`src/rtl/bp_be_mock_frontend_pkg.sv`:
```
// Shared types for the mock front end: FE command and FE queue message layouts,
// opcode / message-type / exception enums and the PC-generator FSM states.
package bp_be_mock_frontend_pkg;

   localparam int unsigned VaddrWidth             = 39;
   localparam int unsigned PaddrWidth             = 56;
   localparam int unsigned AsidWidth              = 10;
   localparam int unsigned BranchMetadataFwdWidth = 36;
   localparam int unsigned InstrWidth             = 32;

   localparam int unsigned PpnWidth          = PaddrWidth - 12;
   localparam int unsigned FeCmdOperandWidth = VaddrWidth + PpnWidth + AsidWidth;
   localparam int unsigned FeCmdPadWidth     = FeCmdOperandWidth - VaddrWidth;
   localparam int unsigned FeCmdWidth        = 3 + FeCmdOperandWidth;

   localparam int unsigned FePayloadWidth = VaddrWidth + InstrWidth + BranchMetadataFwdWidth;
   localparam int unsigned FeExcPadWidth  = FePayloadWidth - VaddrWidth - 2;
   localparam int unsigned FeQueueWidth   = 1 + FePayloadWidth;

   typedef enum logic [2:0] {
      OpStateReset    = 3'd0,
      OpPcRedirection = 3'd1,
      OpInterrupt     = 3'd2,
      OpIcacheFence   = 3'd3,
      OpAttachItlb    = 3'd4,
      OpItlbFence     = 3'd5
   } fe_cmd_opcode_e;

   typedef enum logic {
      MsgFetch     = 1'b0,
      MsgException = 1'b1
   } fe_msg_type_e;

   typedef enum logic [1:0] {
      ExcInstrMisaligned = 2'd0,
      ExcItlbMiss        = 2'd1,
      ExcIllegalInstr    = 2'd2
   } fe_exception_code_e;

   typedef enum logic [0:0] {
      StRun   = 1'b0,
      StStall = 1'b1
   } pc_gen_state_e;

   typedef struct packed {
      logic [VaddrWidth-1:0]    pc;
      logic [FeCmdPadWidth-1:0] pad;
   } fe_cmd_pc_redirect_s;

   typedef struct packed {
      logic [VaddrWidth-1:0] vaddr;
      logic [PpnWidth-1:0]   ppn;
      logic [AsidWidth-1:0]  asid;
   } fe_cmd_itlb_map_s;

   typedef union packed {
      fe_cmd_pc_redirect_s pc_redirect;
      fe_cmd_itlb_map_s    itlb_map;
   } fe_cmd_operand_u;

   typedef struct packed {
      fe_cmd_opcode_e  opcode;
      fe_cmd_operand_u operand;
   } fe_cmd_s;

   typedef struct packed {
      logic [VaddrWidth-1:0]             pc;
      logic [InstrWidth-1:0]             instr;
      logic [BranchMetadataFwdWidth-1:0] branch_metadata_fwd;
   } fe_fetch_s;

   typedef struct packed {
      logic [VaddrWidth-1:0]    vaddr;
      fe_exception_code_e       exception_code;
      logic [FeExcPadWidth-1:0] pad;
   } fe_exception_s;

   typedef union packed {
      fe_fetch_s     fetch;
      fe_exception_s exception;
   } fe_payload_u;

   typedef struct packed {
      fe_msg_type_e msg_type;
      fe_payload_u  payload;
   } fe_queue_s;

   // Only these two opcodes carry a PC the front end must adopt.
   function automatic logic is_pc_write(logic [2:0] opcode);
      return (opcode == OpStateReset) || (opcode == OpPcRedirection);
   endfunction

endpackage

```
`src/rtl/bp_be_mock_frontend_pc_gen.sv`:
```
// Fetch PC register, run/stall FSM and next-PC selection for the mock front end.
module bp_be_mock_frontend_pc_gen
   import bp_be_mock_frontend_pkg::*;
#(
   parameter logic [VaddrWidth-1:0] ResetPc = 39'h00_8000_0000
) (
   input  logic                  clk_i,
   input  logic                  reset_i,
   input  logic                  cmd_v_i,
   input  logic [2:0]            cmd_opcode_i,
   input  logic [VaddrWidth-1:0] cmd_pc_i,
   input  logic                  queue_rdy_i,
   output logic [VaddrWidth-1:0] pc_o,
   output logic                  queue_v_o,
   output logic                  cmd_yumi_o,
   output logic                  misaligned_o
);

   pc_gen_state_e         state_q, state_d;
   logic [VaddrWidth-1:0] pc_q, pc_d;

   always_ff @(posedge clk_i) begin
      if (!reset_i) begin
         state_q <= StRun;
         pc_q    <= ResetPc;
      end else begin
         state_q <= state_d;
         pc_q    <= pc_d;
      end
   end

   always_comb begin
      state_d      = state_q;
      pc_d         = pc_q;
      misaligned_o = |pc_q[1:0];
      cmd_yumi_o   = cmd_v_i & reset_i;
      // A pending command blocks issue so a redirect never races a stale fetch.
      queue_v_o    = queue_rdy_i & reset_i & (state_q == StRun) & ~cmd_v_i;

      if (cmd_yumi_o) begin
         state_d = StRun;
         if (is_pc_write(cmd_opcode_i)) begin
            pc_d = cmd_pc_i;
         end
      end else if (queue_v_o) begin
         if (misaligned_o) begin
            state_d = StStall;
         end else begin
            pc_d = pc_q + VaddrWidth'(4);
         end
      end
   end

   assign pc_o = pc_q;

endmodule

```
`src/rtl/bp_be_mock_frontend.sv`:
```
// Mock instruction front end: fetches one word per cycle from a combinational boot ROM
// and turns it into FE queue messages, following PC changes commanded by the back end.
module bp_be_mock_frontend
   import bp_be_mock_frontend_pkg::*;
#(
   parameter int unsigned             BootRomEls   = 512,
   parameter int unsigned             BootRomWidth = 32,
   parameter logic [VaddrWidth-1:0]   ResetPc      = 39'h00_8000_0000,
   localparam int unsigned            RomAddrWidth = $clog2(BootRomEls)
) (
   input  logic                      clk_i,
   input  logic                      reset_i,

   input  logic [FeCmdWidth-1:0]     fe_cmd_i,
   input  logic                      fe_cmd_v_i,
   output logic                      fe_cmd_rdy_o,

   output logic [FeQueueWidth-1:0]   fe_queue_o,
   output logic                      fe_queue_v_o,
   input  logic                      fe_queue_rdy_i,

   output logic [RomAddrWidth-1:0]   boot_rom_addr_o,
   input  logic [BootRomWidth-1:0]   boot_rom_data_i
);

   fe_cmd_s               cmd;
   fe_queue_s             msg;
   logic [VaddrWidth-1:0] pc;
   logic                  misaligned;
   logic                  unused_cmd_pad;

   assign cmd            = fe_cmd_s'(fe_cmd_i);
   assign unused_cmd_pad = ^cmd.operand.pc_redirect.pad;

   bp_be_mock_frontend_pc_gen #(
      .ResetPc (ResetPc)
   ) u_pc_gen (
      .clk_i        (clk_i),
      .reset_i      (reset_i),
      .cmd_v_i      (fe_cmd_v_i),
      .cmd_opcode_i (cmd.opcode),
      .cmd_pc_i     (cmd.operand.pc_redirect.pc),
      .queue_rdy_i  (fe_queue_rdy_i),
      .pc_o         (pc),
      .queue_v_o    (fe_queue_v_o),
      .cmd_yumi_o   (fe_cmd_rdy_o),
      .misaligned_o (misaligned)
   );

   // Word address; the PC silently wraps modulo the ROM size.
   assign boot_rom_addr_o = pc[2 +: RomAddrWidth];

   always_comb begin
      msg = '0;
      if (misaligned) begin
         msg.msg_type                         = MsgException;
         msg.payload.exception.vaddr          = pc;
         msg.payload.exception.exception_code = ExcInstrMisaligned;
      end else begin
         msg.msg_type                          = MsgFetch;
         msg.payload.fetch.pc                  = pc;
         msg.payload.fetch.instr               = boot_rom_data_i[InstrWidth-1:0];
         msg.payload.fetch.branch_metadata_fwd = '0;
      end
   end

   assign fe_queue_o = msg;

endmodule

```
`config.mk`:
```
export PLATFORM = sky130hd
export DESIGN_NAME = bp_be_mock_frontend
export DESIGN_NICKNAME = d
export VERILOG_FILES = /design/src/rtl/bp_be_mock_frontend_pkg.sv /design/src/rtl/bp_be_mock_frontend_pc_gen.sv /design/src/rtl/bp_be_mock_frontend.sv
export SDC_FILE = /design/constraint.sdc
export NUM_CORES = 1
export LEC_CHECK = 0
export BUFFER_PORTS_ARGS = -buffer_cell sky130_fd_sc_hd__clkbuf_2
export CORE_AREA = 2 2 97 99
export CTS_BUF_LIST = sky130_fd_sc_hd__clkbuf_16
export DETAILED_ROUTE_END_ITERATION = 12
export DIE_AREA = 0 0 99 101
export PLACE_DENSITY = 0.76
export SYNTH_ARGS = -nofsm -noshare
export SYNTH_HDL_FRONTEND = slang
export SYNTH_SLANG_ARGS = --single-unit
```
`constraint.sdc`:
```
create_clock -name clk_i -period 5.03 [get_ports clk_i]
set_clock_uncertainty 0.2 [all_clocks]
set_input_delay 1.006 -clock clk_i [delete_from_list [all_inputs] [get_ports clk_i]]
set_output_delay 1.006 -clock clk_i [all_outputs]
set_load 0.02 [all_outputs]
```
; Yosys cells after proc, flatten, opt, wreduce, memory -nomap -nowiden
; Cells that the tools add are included.
[classes]
eq_ne = 3
add_sub_neg = 1
bitwise = 7
reduce_logical = 7
n_mux = 6
[op_table]
columns = op, n
row1 = two-way mux 39 bit, 4
row2 = two-way mux 66 bit, 1
row3 = two-way mux 42 bit, 1
row4 = adder 39 x 3 -> 39 bit (second input constant), 1
row5 = AND 1 bit, 4
row6 = OR reduction 2 bit, 2
row7 = == test 3 x 1 -> 1 bit (second input constant), 1
row8 = zero test 3 bit, 1
row9 = NOT 1 bit, 3
row10 = AND reduction 3 bit, 1
row11 = inequality test 2 x 1 -> 1 bit (second input constant), 1
row12 = inequality test 2 bit (second input constant), 1
row13 = AND reduction 2 bit, 1
row14 = nonzero test 2 bit, 1
row15 = logical OR 1 bit, 1
[word_totals]
input_bits = 132
elab_cells = 26
output_inout_bits = 119
ff_bits = 40

; Logic depth before layout (Yosys ltp)
; Gate-level depths: netlist (run 1).
[depth]
ltp_word = 5
mapped_depth = 8
depth_no_buf = 6

; Cells and area by module
; From an unflattened synthesis (run 1), not the netlist that was laid out.
[hier_totals]
hier_cells = 417
area_unflattened_um2 = 3105.5
[modules_own_cells]
columns = module, n_inst, seq_area_each_um2, cells_per_inst, area_each_um2
row1 = bp_be_mock_frontend_pc_gen, 1, 800.8, 335, 2533.7
row2 = bp_be_mock_frontend, 1, 0.0, 82, 571.8

; Worst setup path after synthesis (run 1)
; Ideal clock, no wire load.
[synth_path]
path_kind = input -> output
start = in fe_cmd_v_i
end = out fe_cmd_rdy_o
arrival_ps = 1852
stages = 4
n_path_buf = 2
path_slack_ps = 1972
required_time_ps = 3824
cell_sequence = clkbuf_1 > clkbuf_1 > nand2_1 > inv_1
[synth_between]
elab_chain_cells = 1
[synth_rtl]
columns = item, line_no
row1 = "start, declared", bp_be_mock_frontend.sv:15  ; input logic fe_cmd_v_i,
row2 = AND 1 bit, bp_be_mock_frontend_pc_gen.sv:36  ; cmd_yumi_o = cmd_v_i & reset_i;
row3 = "end, declared", bp_be_mock_frontend.sv:16  ; output logic fe_cmd_rdy_o,
; Every way passes these cells.

; Final worst setup path (run 1)
; Ends and elaborated chain as after synthesis.

==> run_results.csv, run 1 <==
group,metric,value,unit
run_status,status,"finished, final reports clean",
drt,drtPass1Iterations,5,
critical_path,crit_path_start_kind,"input port",
sta,setup_ws,1424,ps
final_layout,layoutNonFillerInstCount,666,
sta,transition_at_the_pin_with_the_smallest_max_transition_slack,816.7,ps
floorplanning,floorplan.initialDensity,34.83,%
pwr,pwr_density_cell,243.0,nW/um2
clock_tree,clk_root_buffer_cell,"clkbuf_16",
yosys,synth_area_leaders,"dfxtp_1, buf_4, and2_1",
global_route,gr-total-overflow,0,
final_layout,antenna-diode-count,0,
global_route,all_layer_gr_usage,20.44,%
global_route,number_of_global_route_vias_before_repair,3297,
pwr,power.static_leakage,0.001745,uW
clock_tree,h-tree-depth,2,
global_route,grt_max_degree,43,
min_path,worst_hold_path_type,"flop to flop",
yosys,synth.most_common_cell,"buf_4",
critical_path,crit_fanout,42,
clock_tree,cts_tree,"done",
clock_tree,cts.repair_timing.setup_buffer_count,0,
placed_design,place.detailed.hpwl,8.169,mm
final_layout,area.growth.synth_to_final,26.73,%
placed_design,numPortBuffers,159,
sta,period_minus_slack,3606,ps
final_layout,finish.instance_area,3963,um2
placed_design,gpl.final_weighted_congestion,0.9170,
floorplanning,rows,35,
drt,final_antenna_net_count,0,
final_layout,drive_gt1_share,34.41,%
drt,drc,0,
drt,routed_wl,11.00,mm
global_route,global_route_wire_length_before_repair,16.73,mm
clock_tree,clock_latency_at_the_later_pin_of_the_worst_skew_pair,290,ps
yosys,ys_dominant_reg_cell,"dfxtp_1",
placed_design,place.detailed.instances,658,
clock_tree,post_cts_resized,0,
yosys,synth_sequential_area_ratio,25.61,%
clock_tree,postCtsHoldBufs,0,
sta,totalNegativeSetupSlack,0,ps
drt,num_vias,3632,
yosys,synth-seq-cells,40,
floorplanning,die_w,99,um
drt,routed_wl_per_cell,16.52,um
sta,drv_slew,0,
final_layout,final_net_count,687,
placed_design,pre_cts_ws,1440,ps
critical_path,crit_path_end_kind,"output pin",
final_layout,final_util,44.14,%
global_route,initial_antenna_violation_count,0,
critical_path,timing.critical_path.required,3820,ps
yosys,yosys.cell_types.count,63,
yosys,largest_area_contributor_in_the_netlist,"dfxtp_1",
placed_design,placed_area,3787,um2
clock_tree,cts-buffers-inserted,5,
sta,finalHoldViolations,0,
final_layout,num-fill-cells,908,
sta,max_clock_freq,0.2773,GHz
drt,routed_via_density,5.453,
floorplanning,die_height,101,um
sta,min_period_over_period,71.69,%
yosys,yosys_warnings,0,
drt,drt-initial-drc-count,314,
yosys,synth.avg_cell_area,7.409,um2
floorplanning,coreArea,8977,um2
floorplanning,boundary_pins,251,
clock_tree,clkTransAtPathRegs,70,ps
yosys,area_of_the_mapped_netlist,3127,um2
clock_tree,numClockSinks,40,
pwr,max-vdd-ir-drop,0.1347,mV
sta,final_setup_violation_count,0,
yosys,ys_async_sr_fraction,0,%
yosys,synth_largest_type_area_fraction,25.61,%
yosys,number_of_synthesized_flops_with_an_enable_pin,0,
critical_path,crit_type,"input port to output pin",
clock_tree,max-clock-path-buffers,2,
run,max_cap_viol_count,0,
yosys,syn_inst,422,
yosys,commonest_cells_in_the_synthesized_netlist,"buf_4, dfxtp_1, nand2_1, and2_1, nor2_1",
sta,grt_setup_unrepaired,"no",
floorplanning,floorplan.die_area,9999,um2
sta,slew-limit-headroom,45.05,%
critical_path,timing.reg2reg.setup_slack,2140,ps
critical_path,timing.critical_path.arrival,2400,ps
## cells by family after synthesis
group | count (synthesis) | synth area share [%]
compound gates | 113 | 24.69
fa+ha+maj | 1 | 0.4001
buf+inv | 84 | 15.81
flops | 40 | 25.61
mux | 5 | 1.641
other cells | 1 | 0.1199
simple gates | 178 | 31.73
## through the flow
stage               total power [uW]  hold slack, ps
floorplan                      527.7           274.4
global placement               586.6           290.7
detailed placement             591.0           300.5
CTS                            966.7           310.2
global route                    1003           356.2
finish                         963.1           320.1
## state kept, by name (all words and copies together), names as in the netlist
name              flops
u_pc_gen.pc_o        39
u_pc_gen.state_q      1
## final cells by class
class	instances	area [um2]	share of cell area [%]
Clock buffer	5	125.1	3.158
Multi-Input combinational cell	333	1976	49.86
Tap cell	111	138.9	3.505
Timing Repair Buffer	165	840.8	21.22
Clock inverter	3	47.55	1.200
Inverter	9	33.78	0.8525
Sequential cell	40	800.8	20.21
## cell usage in the layout (no fill, tap or decap), drive strengths merged, types with 2 or more instances in the layout
cell type  count
conb          36
nor2          25
a21oi         22
clkbuf       164
nand4         13
or4            6
nor4          10
o31ai          7
a31oi         11
inv            9
buf            6
o21ai         29
nor3          10
dfxtp         40
o22ai          4
a21o           2
clkinv         2
and4           2
mux2i          4
o41ai          3
a211oi         5
o41a           3
nand2b         2
and3           6
a221oi         3
o211ai         2
and2          32
o221a          3
or3            6
nand2         34
a22oi          8
nand3         25
nor3b          2
a32o           2
## critical path, stage by stage
cell	delay (ps)
clkbuf_2	320
buf_4	460
nand2_1	200
inv_1	180
clkbuf_2	200
## layer usage
| layer | global-route usage (%) | wire [um] | vias to the layer above |
|---|---|---|---|
| met5 | 0 | 0 | - |
| met4 | 6.322 | 174 | 0 |
| met3 | 3.329 | 863 | 15 |
| met2 | 31.29 | 5085 | 188 |
| met1 | 29.33 | 4879 | 1686 |
| li1 | - | - | 1743 |
## report_power, final
part / internal (uW) / switching [uW] / leakage, uW
sequential: 330 / 20.0 / 0.000325
combinational: 80.6 / 157 / 0.00134
clock: 236 / 140 / 0.0000840
## worst paths after layout
kind,startpoint,to,cells past startpoint
worst min-delay path,u_pc_gen.pc_o[1],u_pc_gen.pc_o[1],2
worst max register to register,u_pc_gen.pc_o[1],u_pc_gen.pc_o[24],5
worst min register to register,u_pc_gen.pc_o[1],u_pc_gen.pc_o[1],2
worst max-delay path,fe_cmd_v_i,fe_cmd_rdy_o,5
Note: power is estimated with default switching activity, not from simulation.
==> run 2, diff against run 1 <==
Settings changed: ABC_AREA set to 1, CORE_AREA 2 2 97 99 to unset, CORE_ASPECT_RATIO set to 1.75, CORE_UTILIZATION set to 38, DIE_AREA 0 0 99 101 to unset, PLACE_DENSITY 0.76 to 0.81.
Clock period 5.03 ns to 3.1 ns, I/O delays scaled along.
==> run 2 against run 1 <==
Compared with the run above:
- clock-buffer cell count stayed put
- setup slack got worse by 900 ps
- combinational power increased by 55%
- via count increased by 17%
- critical path depth is the same
- critical path type unchanged
==> run_results.csv, run 2 <==
group,metric,value,unit
critical_path,reg2reg_to,"u_pc_gen.pc_o[19]",
min_path,worstHoldStart,"u_pc_gen.state_q",
critical_path,timing.reg2reg.setup_slack,720,ps
final_layout,most_common_cell_after_layout_fill_and_taps_aside,"clkbuf_2",
floorplanning,coreArea,9094,um2
floorplanning,die_w,75.32,um
global_route,gr-total-overflow,0,
sta,max_clock_freq,0.3886,GHz
global_route,number_of_global_route_vias_before_repair,3542,
yosys,largest_area_contributor_in_the_netlist,"dfxtp_1",
placed_design,place.detailed.hpwl,8.686,mm
final_layout,num-fill-cells,1021,
yosys,syn_inst,619,
drt,drc,0,
clock_tree,cts.repair_timing.setup_buffer_count,0,
sta,slew-limit-headroom,52.17,%
yosys,synth.avg_cell_area,5.775,um2
sta,finalHoldViolations,0,
final_layout,largest_reg_flops,39,
final_layout,drive_gt1_share,25.56,%
clock_tree,cts-buffers-inserted,5,
final_layout,most_used_cells_in_the_layout_excluding_fill_and_tap_cells,"clkbuf_2, nand2_1, nor2_1",
min_path,holdPathStages,2,
critical_path,crit_fanout,28,
yosys,synth.most_common_cell,"nand2_1",
yosys,synth-seq-cells,40,
floorplanning,die_height,130.3,um
placed_design,pre_cts_ws,554.0,ps
critical_path,crit_type,"input port to output pin",
floorplanning,rows,46,
sta,drv_slew,0,
yosys,ys_async_sr_fraction,0,%
clock_tree,clk_root_buffer_cell,"clkbuf_16",
drt,routed_wl_per_cell,12.89,um
pwr,max-vdd-ir-drop,0.1937,mV
yosys,synth_largest_type_area_fraction,22.40,%
yosys,yosys.cell_types.count,37,
global_route,global_route_wire_length_before_repair,16.69,mm
yosys,number_of_synthesized_flops_with_an_enable_pin,0,
clock_tree,clock_latency_at_the_later_pin_of_the_worst_skew_pair,290,ps
critical_path,timing.critical_path.arrival,1750,ps
sta,grt_setup_unrepaired,"no",
final_layout,antenna-diode-count,0,
floorplanning,floorplan.die_area,9814,um2
clock_tree,postCtsHoldBufs,0,
final_layout,area.growth.synth_to_final,21.14,%
drt,drt-initial-drc-count,324,
critical_path,crit_path_start_kind,"input port",
global_route,all_layer_gr_usage,22.49,%
sta,transition_at_the_pin_with_the_smallest_max_transition_slack,716.4,ps
final_layout,multi_input_area,2121,um2
pwr,pwr_density_cell,332.8,nW/um2
critical_path,r2r.worst_path.cells,9,
yosys,synth_sequential_area_ratio,22.40,%
critical_path,crit_path_end_kind,"output pin",
drt,routed_wl,11.28,mm
drt,drtPass1Iterations,5,
yosys,ys_dominant_reg_cell,"dfxtp_1",
final_layout,final_net_count,887,
critical_path,r2r_start,"u_pc_gen.pc_o[1]",
global_route,grt_max_degree,51,
yosys,area_of_the_mapped_netlist,3575,um2
sta,period_minus_slack,2573,ps
sta,setup_ws,526.7,ps
clock_tree,numClockSinks,40,
clock_tree,post_cts_resized,0,
pwr,power.static_leakage,0.002170,uW
sta,totalNegativeSetupSlack,0,ps
run_status,status,"finished, final reports clean",
drt,routed_via_density,4.837,
placed_design,placed_area,4192,um2
placed_design,numPortBuffers,159,
clock_tree,max-clock-path-buffers,2,
yosys,commonest_cells_in_the_synthesized_netlist,"nand2_1, nor2_1, inv_1, buf_4, dfxtp_1",
clock_tree,clkTransAtPathRegs,60,ps
sta,min_period_over_period,83.01,%
floorplanning,floorplan.initialDensity,39.31,%
sta,final_setup_violation_count,0,
global_route,initial_antenna_violation_count,0,
critical_path,timing.critical_path.required,2280,ps
yosys,yosys_warnings,0,
min_path,holdPathEnd,"u_pc_gen.state_q",
final_layout,finish.instance_area,4330,um2
min_path,worst_hold_path_type,"flop to flop",
clock_tree,cts_tree,"done",
placed_design,gpl.final_weighted_congestion,0.9997,
clock_tree,h-tree-depth,2,
yosys,synth_area_leaders,"dfxtp_1, nand2_1, nor2_1",
drt,num_vias,4232,
final_layout,register_area,800.8,um2
drt,final_antenna_net_count,0,
floorplanning,boundary_pins,251,
run,max_cap_viol_count,0,
[run 2: cell types whose count changed in the layout (fill, tap and decap cells not counted), moves of 7 or more]
cell     previous run  this run
a31oi_1            11         2
a21oi_1            21        35
nand2_1            34       148
o31ai_1             7         0
nand3_1            23        34
inv_1               8        71
a22oi_1             8         0
nor2_1             23       129
and2_1             32         0
nor4_1              9         0
nand2_2             0         7
[run 2: area by class of cell]
cell class | instances | share of cell area, %
repair buffers | 164 | 19.53
multi-input cells | 470 | 48.97
clock inverters | 3 | 0.3178
inverters | 73 | 6.328
well taps | 120 | 3.467
flip-flops and latches | 40 | 18.49
clock buffers | 5 | 2.889
[run 2: through the flow]
step | hold WS [ps] | power [uW] | utilization [%] | instances
2_1_floorplan | 232.4 | 851.3 | - | 654
3_3_place_gp | 240.6 | 933.9 | 46.09 | 867
3_5_place_dp | 257.8 | 936.7 | 46.09 | 867
4_1_cts | 267.1 | 1442 | 47.62 | 875
5_1_grt | 294.4 | 1508 | 47.62 | 875
6_report | 263.9 | 1441 | 47.62 | 875
[run 2: layer usage]
metal / share of wire (%) / global-route usage (%) / vias up
li1: - / - / 2120
met1: 36 / 22.85 / 1834
met2: 51 / 40.97 / 236
met3: 8.4 / 4.556 / 42
met4: 4.3 / 13.07 / 0
met5: 0 / 0 / -
[run 2: how the worst max path moves through the flow]
| stage | startpoint | to | slack (ps) | cells after the start |
|---|---|---|---|---|
| 6_report | reset_i | fe_cmd_rdy_o | 530 | 5 |
| 3_5_place_dp | reset_i | fe_cmd_rdy_o | 550 | 5 |
| 4_1_cts | reset_i | fe_cmd_rdy_o | 550 | 5 |
| 2_1_floorplan | u_pc_gen.pc_o[1] | fe_queue_o[58] | 1050 | 4 |
| 5_1_grt | u_pc_gen.pc_o[1] | fe_queue_o[62] | 410 | 4 |
| 3_3_place_gp | reset_i | fe_cmd_rdy_o | 550 | 5 |
[run 2: cells by family (layout without fill, tap and decap cells)]
group / after synthesis / after routing / share of synthesized area [%]
flip-flops: 40 / 40 / 22.40
AO/OA/AOI/OAI: 81 / 81 / 12.50
XOR/XNOR: 6 / 6 / 1.470
adder cells (fa/ha/maj): 1 / 1 / 0.3500
AND/OR/NAND/NOR: 346 / 346 / 41.16
other: 1 / 36 / 0.1049
buffers and inverters: 144 / 245 / 22.02
[run 2: worst max-delay path: stages]
cell	delay (ps)
clkbuf_2	260
nand2_2	200
inv_1	110
buf_4	310
clkbuf_2	230
[run 2: power by group]
part	internal (uW)	switching, uW
Clock	293	221
Combinational	120	249
Sequential	531	28.4
Total	943	498
